### config.mk
export PLATFORM = sky130hd
export DESIGN_NAME = uart_tx
export DESIGN_NICKNAME = d
export VERILOG_FILES = /design/src/rtl/uart_pkg.sv /design/src/rtl/byte_fifo.sv /design/src/rtl/uart_tx.sv
export SDC_FILE = /design/constraint.sdc
export NUM_CORES = 1
export LEC_CHECK = 0
export CORE_MARGIN = 4
export CORE_UTILIZATION = 50
export CTS_BUF_LIST = sky130_fd_sc_hd__clkbuf_8
export DETAILED_ROUTE_END_ITERATION = 10
export GPL_TIMING_DRIVEN = 0
export PLACE_DENSITY = 0.8
export REMOVE_ABC_BUFFERS = 1
export SYNTH_ARGS = -nofsm -noshare
export SYNTH_HDL_FRONTEND = slang
export SYNTH_HIERARCHICAL = 1
export SYNTH_SLANG_ARGS = --single-unit
### constraint.sdc
create_clock -name clk -period 3 [get_ports clk]
set_input_delay 0.6 -clock clk [delete_from_list [all_inputs] [get_ports clk]]
set_output_delay 0.6 -clock clk [all_outputs]
set_load 0.02 [all_outputs]
### src/rtl/uart_pkg.sv
// rtl/uart_pkg.sv - shared types and defaults for the UART transmit path
package uart_pkg;

    typedef enum logic [2:0] {
        IDLE,
        START,
        DATA,
        PARITY,
        STOP
    } tx_state_t;

    localparam int DEFAULT_CLK_HZ = 25_000_000;
    localparam int DEFAULT_BAUD   = 115200;
    localparam int UART_DATA_BITS = 8;

endpackage

### src/rtl/byte_fifo.sv
// rtl/byte_fifo.sv - show-ahead FIFO with simultaneous push/pop
module byte_fifo #(
    parameter int DEPTH = 4,
    parameter int WIDTH = 8
) (
    input  logic                   clk,
    input  logic                   reset,
    input  logic                   push,
    input  logic                   pop,
    input  logic [WIDTH-1:0]       din,
    output logic [WIDTH-1:0]       dout,
    output logic [$clog2(DEPTH):0] count,
    output logic                   full,
    output logic                   empty
);

    localparam int AW = $clog2(DEPTH);

    if (DEPTH < 2 || (DEPTH & (DEPTH - 1)) != 0) begin : g_bad_depth
        $error("byte_fifo: DEPTH must be a power of 2 and at least 2");
    end

    logic [WIDTH-1:0] mem [DEPTH];
    logic [AW-1:0]    wr_ptr;
    logic [AW-1:0]    rd_ptr;
    logic             do_push;
    logic             do_pop;

    assign full    = (count == (AW + 1)'(DEPTH));
    assign empty   = (count == '0);
    assign do_push = push && !full;
    assign do_pop  = pop && !empty;
    assign dout    = mem[rd_ptr];

    always_ff @(posedge clk) begin
        if (do_push) begin
            mem[wr_ptr] <= din;
        end
    end

    // Pointers wrap naturally because DEPTH is a power of 2.
    always_ff @(posedge clk) begin
        if (reset) begin
            wr_ptr <= '0;
            rd_ptr <= '0;
            count  <= '0;
        end else begin
            if (do_push) begin
                wr_ptr <= wr_ptr + 1'b1;
            end
            if (do_pop) begin
                rd_ptr <= rd_ptr + 1'b1;
            end
            case ({do_push, do_pop})
                2'b10:   count <= count + 1'b1;
                2'b01:   count <= count - 1'b1;
                default: count <= count;
            endcase
        end
    end

endmodule

### src/rtl/uart_tx.sv
// rtl/uart_tx.sv - FIFO-fed UART transmitter, 8N1 or 8E1 when UART_TX_PARITY_EN is defined
module uart_tx
    import uart_pkg::*;
#(
    parameter int CLK_HZ     = DEFAULT_CLK_HZ,
    parameter int BAUD       = DEFAULT_BAUD,
    parameter int FIFO_DEPTH = 4
) (
    input  logic                        clk,
    input  logic                        reset,
    input  logic [7:0]                  data_in,
    input  logic                        data_valid,
    output logic                        data_ready,
    output logic                        serial_out,
    output logic                        busy,
    output logic [$clog2(FIFO_DEPTH):0] fifo_count
);

    localparam int CLKS_PER_BIT = CLK_HZ / BAUD;
    localparam int CW           = (CLKS_PER_BIT < 2) ? 1 : $clog2(CLKS_PER_BIT);

    if (CLKS_PER_BIT < 2) begin : g_bad_baud
        $error("uart_tx: CLK_HZ/BAUD must be at least 2");
    end

    tx_state_t                 state;
    logic [UART_DATA_BITS-1:0] shift;
    logic [2:0]                bit_idx;
    logic [CW-1:0]             baud_cnt;
    logic                      bit_done;
    logic                      fifo_pop;
    logic                      fifo_full;
    logic                      fifo_empty;
    logic [7:0]                fifo_dout;
`ifdef UART_TX_PARITY_EN
    logic                      parity_bit;
`endif

    assign data_ready = !fifo_full;
    assign bit_done   = (baud_cnt == CW'(CLKS_PER_BIT - 1));
    assign busy       = (state != IDLE) || (fifo_count != '0);
    // Popping at the end of STOP lets the next start bit follow with no idle gap.
    assign fifo_pop   = !fifo_empty && ((state == IDLE) || (state == STOP && bit_done));

    byte_fifo #(
        .DEPTH(FIFO_DEPTH),
        .WIDTH(8)
    ) u_fifo (
        .clk   (clk),
        .reset (reset),
        .push  (data_valid && data_ready),
        .pop   (fifo_pop),
        .din   (data_in),
        .dout  (fifo_dout),
        .count (fifo_count),
        .full  (fifo_full),
        .empty (fifo_empty)
    );

    always_ff @(posedge clk) begin
        if (reset) begin
            state      <= IDLE;
            serial_out <= 1'b1;
            shift      <= '0;
            bit_idx    <= '0;
            baud_cnt   <= '0;
`ifdef UART_TX_PARITY_EN
            parity_bit <= 1'b0;
`endif
        end else begin
            if (state != IDLE) begin
                baud_cnt <= bit_done ? '0 : baud_cnt + 1'b1;
            end
            case (state)
                IDLE: begin
                    serial_out <= 1'b1;
                    if (fifo_pop) begin
                        shift    <= fifo_dout;
                        baud_cnt <= '0;
                        state    <= START;
`ifdef UART_TX_PARITY_EN
                        parity_bit <= ^fifo_dout;
`endif
                    end
                end
                START: begin
                    serial_out <= 1'b0;
                    if (bit_done) begin
                        bit_idx <= '0;
                        state   <= DATA;
                    end
                end
                DATA: begin
                    serial_out <= shift[0];
                    if (bit_done) begin
                        shift   <= shift >> 1;
                        bit_idx <= bit_idx + 1'b1;
                        if (bit_idx == 3'(UART_DATA_BITS - 1)) begin
`ifdef UART_TX_PARITY_EN
                            state <= PARITY;
`else
                            state <= STOP;
`endif
                        end
                    end
                end
`ifdef UART_TX_PARITY_EN
                PARITY: begin
                    serial_out <= parity_bit;
                    if (bit_done) begin
                        state <= STOP;
                    end
                end
`endif
                STOP: begin
                    serial_out <= 1'b1;
                    if (bit_done) begin
                        if (fifo_pop) begin
                            shift <= fifo_dout;
                            state <= START;
`ifdef UART_TX_PARITY_EN
                            parity_bit <= ^fifo_dout;
`endif
                        end else begin
                            state <= IDLE;
                        end
                    end
                end
                default: begin
                    serial_out <= 1'b1;
                    state      <= IDLE;
                end
            endcase
        end
    end

endmodule

==> impl_metrics.env <==
export IMPL_drive_gt1_share_pct=14.1
export IMPL_fin_ws_ns=0.180
export IMPL_cts_root_buf="clkbuf_8"
export IMPL_synth_top_family_by_area="simple AND/OR/NAND/NOR gates"
export IMPL_async_flop_share_pct=0
export IMPL_nets=285
export IMPL_finalSetupTns_ns=0
export IMPL_htree_levels=3
export IMPL_drtAntennaViolNets=0
export IMPL_path_class="reg -> out"
export IMPL_synth_mux_area_fraction_pct=9.47
export IMPL_cp_required_ns=2.40
export IMPL_slew_headroom_pct=8.54
export IMPL_area_growth_pct=12.2
export IMPL_dp_hpwl_um=3150
export IMPL_ys_ff_latch=64
export IMPL_place_congestion=0.800
export IMPL_portBuffers=16
export IMPL_holdCritStartpoint="shift[0]$_SDFFE_PP0P_"
export IMPL_crit_fanout=26
export IMPL_finalCritPeriodShare_pct=94.0
export IMPL_fp_coreArea_um2=5610
export IMPL_grt_max_degree=39
export IMPL_r2r_start="baud_cnt[0]$_SDFF_PP0_"
export IMPL_cp_arrival_ns=2.22
export IMPL_antenna_found_initial=0
export IMPL_overflow=0
export IMPL_max_freq_mhz=355
export IMPL_status="finished clean"
export IMPL_utilization_pct=59.2
export IMPL_diodes=0
export IMPL_syn_instance_count=251
export IMPL_cts_made_buffers=9
export IMPL_yosys_warnings=6
export IMPL_tightest_slew_ns=1.37
export IMPL_grt_pass1_wl_um=8450
export IMPL_synth_cell_types=48
export IMPL_track_usage_pct=15.1
export IMPL_cp_startpoint="state[0]$_SDFFE_PP0P_"
export IMPL_drt_pre_antenna_iters=4
export IMPL_synthAdderAreaFrac_pct=4.48
export IMPL_rsz0062_at_grt="false"
export IMPL_drt_total_wl_um=4870
export IMPL_synth_edf_count=32
export IMPL_setup_violations=0
export IMPL_initial_core_util_pct=52.8
export IMPL_synth_simple_area_share_pct=16.1
export IMPL_clkSinkCount=64
export IMPL_clock_path_buffers=2
export IMPL_ir_worst_vdd_v=0.000426
export IMPL_worstSetupEndpointType="output pin"
export IMPL_power_total_mw=2.61
export IMPL_cts_setup_buffers=0
export IMPL_ys_seq_area_share_pct=54.1
export IMPL_synth_area_per_cell_um2=11.8
export IMPL_dp_slack_ns=0.0190
export IMPL_p_leak_nw=1.13
export IMPL_timing_max_cap_violations=0
export IMPL_p_per_area_nw_per_um2=785
export IMPL_die_h_um=84.9
export IMPL_die_w_um=84.9
export IMPL_num_fill_cells=471
export IMPL_io_pins=17
export IMPL_synth_compound_area_share_pct=10.9
export IMPL_finalMaxSlewViolations=0
export IMPL_ys_dominant_reg_cell="edfxtp_1"
export IMPL_grt_pass1_vias=1751
export IMPL_die_area_um2=7210
export IMPL_vias=1876
export IMPL_clock_latency_ns=0.35
export IMPL_rows=27
export IMPL_clk_pin_slew_worst_paths_ns=0.07
export IMPL_skew_ns=0.00715
export IMPL_cts_tree="yes"
export IMPL_drc=0
export IMPL_period_needed_ns=2.82
export IMPL_synth_cell_area_um2=2960
export IMPL_drt_iter0_drc=102
export IMPL_hold_viol=0
export IMPL_wl_per_cell_um=14.3
export IMPL_min_path_type="reg -> reg"
export IMPL_critPathLaunchType="flop"
export IMPL_yosys_area_share_xor_xnor_pct=0.888
export IMPL_detail_route_vias_per_cell=5.50
## cell usage after synthesis (all sizes together), types with 2 or more instances
cell type,instances,share of area [%]
nand2,8,1.0
a31oi,3,1.1
nor3b,2,0.85
nand3,7,1.2
or3,14,3.0
edfxtp,32,32
a21o,2,0.51
or4,3,0.76
clkbuf,5,0.63
inv,12,1.5
mux4,8,6.1
dfxtp,32,22
nor3,5,1.2
nor2b,4,0.85
and2,9,2.0
nand2b,5,1.1
buf,9,1.9
o21ai,17,2.9
nand4b,2,0.59
a21oi,17,2.9
ha,9,3.8
a211oi,3,0.93
xor2,3,0.89
mux2i,10,3.4
nand3b,4,1.0
nor2,12,1.5
## metal layers
layer / vias to the layer above / share of wire (%) / global-route usage [%]
li1: 956 / - / -
met1: 881 / 48 / 19.5
met2: 27 / 46 / 22.6
met3: 12 / 3.3 / 4.37
met4: 0 / 2.8 / 8.63
met5: - / 0 / 0
## sequential cells by signal (all words and copies together) (netlist names), named ones only
name and flops:
u_fifo/count 3, shift 8, serial_out 1, u_fifo/wr_ptr 2, bit_idx 3, u_fifo/rd_ptr 2, state 3, u_fifo/mem 32
baud_cnt 8
## power breakdown
part	total [mW]	internal, mW	switching, mW
Sequential	1.20	1.07	0.136
Combinational	0.759	0.348	0.410
Clock	0.644	0.297	0.347
## final timing paths
path | to | slack (ns) | cells past startpoint
max | busy | 0.18 | 3
min | serial_out$_SDFF_PP1_ | 0.46 | 1
max reg2reg | u_fifo/count[2]$_SDFFE_PP0P_ | 0.25 | 14
min reg2reg | serial_out$_SDFF_PP1_ | 0.46 | 1
## through the flow
| step | instance area, um2 | hold slack, ns | instances |
|---|---|---|---|
| after floorplan | 2880 | 0.429 | 237 |
| after global placement | 3130 | 0.445 | 325 |
| after detailed placement | 3130 | 0.450 | 325 |
| after CTS | 3310 | 0.471 | 341 |
| after global routing | 3320 | 0.497 | 341 |
| final | 3320 | 0.464 | 341 |
## placed cells by master (no fill, tap or decap), types with 2 or more instances in the layout
cell type        instances
edfxtp_1                32
dfxtp_1                 31
o21ai_0                 17
a21oi_1                 17
clkdlybuf4s50_1         16
or3_1                   14
inv_1                   12
nor2_1                  11
mux2i_1                 10
clkbuf_8                 9
ha_1                     8
mux4_2                   8
and2_1                   7
nand3_1                  7
nand2_1                  7
nand2b_1                 5
nor2b_1                  4
nand3b_1                 4
clkinvlp_4               4
or4_1                    3
nor3_1                   3
xor2_1                   3
nor3b_2                  2
a21o_1                   2
a31oi_1                  2
nor3_2                   2
nand4b_1                 2
a211oi_1                 2
## cell type report
type	count	area, um2	share of cell area (%)
clock inverters	7	47.5	1.43
repair buffers	16	160	4.82
clock buffers	9	124	3.73
flip-flops and latches	64	1600	48.3
inverters	12	45.0	1.36
well taps	72	90.1	2.71
multi-input cells	161	1250	37.7
## kinds of logic (layout without fill, tap and decap cells)
| family | count (synthesis) | count (layout) |
|---|---|---|
| flip-flops | 64 | 64 |
| adder cells (fa/ha/maj) | 10 | 10 |
| XOR/XNOR | 3 | 3 |
| buffers and inverters | 26 | 44 |
| multiplexers | 18 | 18 |
| AO/OA/AOI/OAI | 51 | 51 |
| AND/OR/NAND/NOR | 79 | 79 |
## worst max-delay path: stages, from the launching register on
cell	delay, ns
dfxtp_2	0.45
or3_1	0.44
or4_1	0.42
clkdlybuf4s50_1	0.56
## what timing repair did
action,CTS,global route
setup endpoints to repair,1,2
pin swaps,0,1
hold buffers,0,0
resized for setup,1,6
Power figures use the tool's default switching activity.
==> RTL change 1: new RTL, config.mk and constraints unchanged <==
Make the reset (`reset`) asynchronous in 2 clocked blocks.
--- a/src/rtl/byte_fifo.sv
+++ b/src/rtl/byte_fifo.sv
@@ -39,7 +39,7 @@
     end
 
     // Pointers wrap naturally because DEPTH is a power of 2.
-    always_ff @(posedge clk) begin
+    always_ff @(posedge clk or posedge reset) begin
         if (reset) begin
             wr_ptr <= '0;
             rd_ptr <= '0;
--- a/src/rtl/uart_tx.sv
+++ b/src/rtl/uart_tx.sv
@@ -57,7 +57,7 @@
         .empty (fifo_empty)
     );
 
-    always_ff @(posedge clk) begin
+    always_ff @(posedge clk or posedge reset) begin
         if (reset) begin
             state      <= IDLE;
             serial_out <= 1'b1;
Formal check against the unedited RTL: differs if reset is asserted again (counterexample within 4 cycles, from zero or initial values and one cycle with reset high); with reset held inactive, the same outputs for 10 cycles.
==> RTL change 1 against the original RTL <==
Power fell by 3.6%; sequential cell count fell by 2; combinational power fell by 29%; routed wire length fell by 5.2%; sequential share of layout area rose by 2.0 points; setup slack got worse by 0.070 ns; hold slack improved by 0.048 ns; highest routed layer unchanged; cell area rose by 2.8%; via count fell by 14%; synthesized area rose by 1.7%; critical path depth did not move; sequential power rose by 3%.
==> RTL change 1: results (changes against the original RTL) <==
status finished, final reports clean; static leakage 1.362 nW (+21%); Logic power comb 0.000539 W (-29%); inverters 11 (-1); Final Non-Filler Cells 300 (-12%); skew final 0.01024 ns (+0.003087 ns); Rel. slew slack 41.81% (+33 points); critical register-to-register path startpoint state[0]; first-pass GRT wire length 7.907 mm (-6.4%); Synth-to-Final Area Change 13.47%; Seq/Total Area, Yosys 56.92% (+2.8 points); layout cells sized above 1 27.63% (+14 points); Seq cells 62 (-3.1%); proportion of synthesized area in mux cells 13.80% (+4.3 points); CP arrival 2.29 ns (+0.07 ns); gr usage total 13.89% (-1.2 points); Area after DPL 3206 µm² (+2.3%); ClkCell Share 6.046% (+0.88 points); Multi-input gate area 1201 µm² (-4.0%); met2 routed WL 2.273 mm (+2.1%); worst vdd ir 460.9 µV (+8.3%); Yosys cell types 50 (+4.2%); pre-CTS WS 0.1710 ns (+0.1520 ns); via-per-instance ratio 5.400 (-1.8%); Synth top cells by count 32 x edfxtp_1, 29 x dfrtp_1, 11 x inv_1; hold endpoint shift[1]
==> RTL change 1: changes by cell type after synthesis, sizes merged, moves of 5 or more <==
cell and change:
nor2 -5, dfrtp +29, mux2i -9, dfxtp -32
and2 -5, o21ai -12, or3 -13, mux2 +17
a21oi -14
==> RTL change 1: cell families (layout without fill, tap and decap cells) <==
logic type	after synthesis	in the layout
xor gates and xnor gates	6	6
AOI/OAI and AO/OA	27	27
muxes	26	26
buffers and inverters	19	43
adders and majority gates	10	10
and+or+nand+nor	54	54
DFF	62	62
==> RTL change 1: what timing repair did <==
item	4_1_cts	5_1_grt
setup endpoints to repair	1	0
setup buffers	0	0
hold buffers	0	0
gates resized for setup	2	0
==> RTL change 1: stage by stage <==
stage	power [W]	hold WS [ns]
2_1_floorplan	0.001618	0.4034
4_1_cts	0.002538	0.5151
6_report	0.002513	0.5115
3_5_place_dp	0.001804	0.4954
3_3_place_gp	0.001775	0.4872
5_1_grt	0.002655	0.5267
==> RTL change 2: new RTL, config.mk and constraints unchanged <==
Without the edit above. Build with the macro `UART_TX_PARITY_EN` defined.
--- a/src/rtl/uart_tx.sv
+++ b/src/rtl/uart_tx.sv
@@ -1,4 +1,6 @@
 // rtl/uart_tx.sv - FIFO-fed UART transmitter, 8N1 or 8E1 when UART_TX_PARITY_EN is defined
+`define UART_TX_PARITY_EN
+
 module uart_tx
     import uart_pkg::*;
 #(
Formal check against the unedited RTL: no difference found for any inputs over 10 cycles, from zero or initial values and one cycle with reset high; that may be too few to reach the edited logic, so the function may still have changed.
==> RTL change 2 against the original RTL <==
Register-to-register slack lost 0.02 ns; synthesized area grew 4.0%; via count grew 5.9%; setup slack lost 0.027 ns; power grew 13%; clock skew is essentially flat; sequential cell count grew 1; cell area grew 4.9%; die area grew 3.6%; routed wire length grew 7.0%; critical path type unchanged; largest cell class unchanged.
==> RTL change 2: results (changes against the original RTL) <==
status finished, final reports clean; CTS Buf Count 9 (unchanged); CP arrival 2.25 ns (+0.03 ns); Setup TNS 0 ns (unchanged); CTS H-tree lvls 3 (unchanged); Rel. slew slack 40.70% (+32 points); Top FF cell, synth dfxtp_1; skew final 0.007013 ns (-0.0001412 ns); first-pass GRT wire length 9.349 mm (+11%); Synth async-reset ratio 0% (unchanged); Critical Path Slowest Stage Cell clkdlybuf4s50_1; Seq/Total Area, Yosys 52.68% (-1.4 points); port bufs 16 (unchanged); via-per-instance ratio 5.629 (+2.3%); worst vdd ir 643.7 µV (+51%); synth top area cells edfxtp_1 31%, dfxtp_1 21%, mux4_2 5.9%, ha_1 3.7%, mux2i_1 2.9%; layout cells sized above 1 16.91% (+2.8 points); Max FO, Critical Path 12 (-54%); Yosys cell types 49 (+2.1%); clock-pin slew on the worst setup and hold paths 0.07 ns (about the same); vias in the first global route 1,983 (+13%); nets@finish 294 (+3.2%); hold crit path type reg2reg; static leakage 1.279 nW (+13%); final wirelength 5.207 mm (+7.0%); Max Cap Viol 0 (unchanged); root buf cell clkbuf_8; DR iter-0 viols 81 (-21%); largest net degree at the start of global routing 42 (+7.7%); initial antenna violation count 0 (unchanged); number of synthesized flops with an enable pin 32 (unchanged); biggest registers after layout u_fifo/mem x32, baud_cnt x8, shift x8; Synth top cells by count 33 x dfxtp_1, 32 x edfxtp_1, 19 x nor2_1; Critical Path Max Stage Delay 0.56 ns (about the same); # diodes 0 (unchanged); Final GP Congestion 0.7675 (-4.1%); detailed placement HPWL 3.497 mm (+11%); Yosys warning total 6 (unchanged); CTS max path bufs 2 (unchanged); gr usage total 16.16% (+1.1 points); drt pass-1 iters 4 (unchanged); clock latency on the worst-skew pair 0.35 ns (about the same)
==> RTL change 2: cell types whose count changed after synthesis, sizes merged, moves of 4 or more <==
cell	delta
or3	-10
nor2	+7
and2	-4
nand2	+4
mux2	+7
xnor2	+8
nor2b	+4
o21ai	-9
==> RTL change 2: path summary, 6_finish.rpt <==
kind	startpoint	end	slack, ns	cells after the start
setup / recovery	state[1]	busy	0.15	4
hold / removal	shift[7]	shift[7]	0.48	2
setup reg to reg	baud_cnt[0]	u_fifo/count[2]	0.23	13
hold reg to reg	shift[7]	shift[7]	0.48	2
==> RTL change 2: area by class of cell <==
cell class,instances,area (µm²)
fillers,501,2472
flip-flops and latches,65,1622
multi-input cells,167,1361
repair buffers,17,162.7
clock buffers,10,137.6
well taps,75,93.84
clock inverters,6,57.56
inverters,13,48.80
==> RTL change 2: repair_timing <==
item                       4_1_cts  5_1_grt
setup endpoints to repair        0        2
setup buffers                    0        1
hold buffers                     0        0
gates resized for setup          0        2
==> RTL change 2: logic make-up after synthesis <==
group	count (synthesis)	share of synthesized area (%)
AO/OA/AOI/OAI	40	9.431
XOR/XNOR	12	3.415
adder cells (fa/ha/maj)	10	4.309
buffers and inverters	23	3.577
flip-flops	65	52.68
multiplexers	24	11.34
AND/OR/NAND/NOR	81	15.24
==> RTL change 2: stage by stage <==
stage | power [W] | instance area [µm²] | instances | worst slack, ns | utilization (%)
6_report | 0.002957 | 3483 | 353 | 0.1529 | 58.49
5_1_grt | 0.003165 | 3483 | 353 | 0.01497 | 58.49
4_1_cts | 0.002980 | 3471 | 352 | 0.1070 | 58.28
3_5_place_dp | 0.002257 | 3276 | 336 | 0.1369 | 55.00
3_3_place_gp | 0.002220 | 3271 | 336 | 0.2581 | 54.92
2_1_floorplan | 0.001988 | 3017 | 245 | 0.5033 | -
==> RTL change 2: metal layers <==
layer | vias to the layer above | GRT usage (%) | routed length, µm
li1 | 971 | - | -
met1 | 959 | 21.71 | 2380
met2 | 45 | 24.27 | 2458
met3 | 12 | 3.042 | 208
met4 | 0 | 9.773 | 159
met5 | - | 0 | 0
==> RTL change 2: critical path: cells and delay by family, from the launching register on <==
family | cells | cell delay (ns)
simple gates | 3 | 0.87
flops | 1 | 0.47
buf+inv | 1 | 0.56
==> RTL change 2: where the power goes <==
group,leakage [nW],switching [W],internal (W),total [W]
logic,0.624,0.000513,0.000497,0.00101
registers,0.562,0.000127,0.00110,0.00122
clock network,0.0934,0.000325,0.000398,0.000723
total,1.28,0.000964,0.00199,0.00296
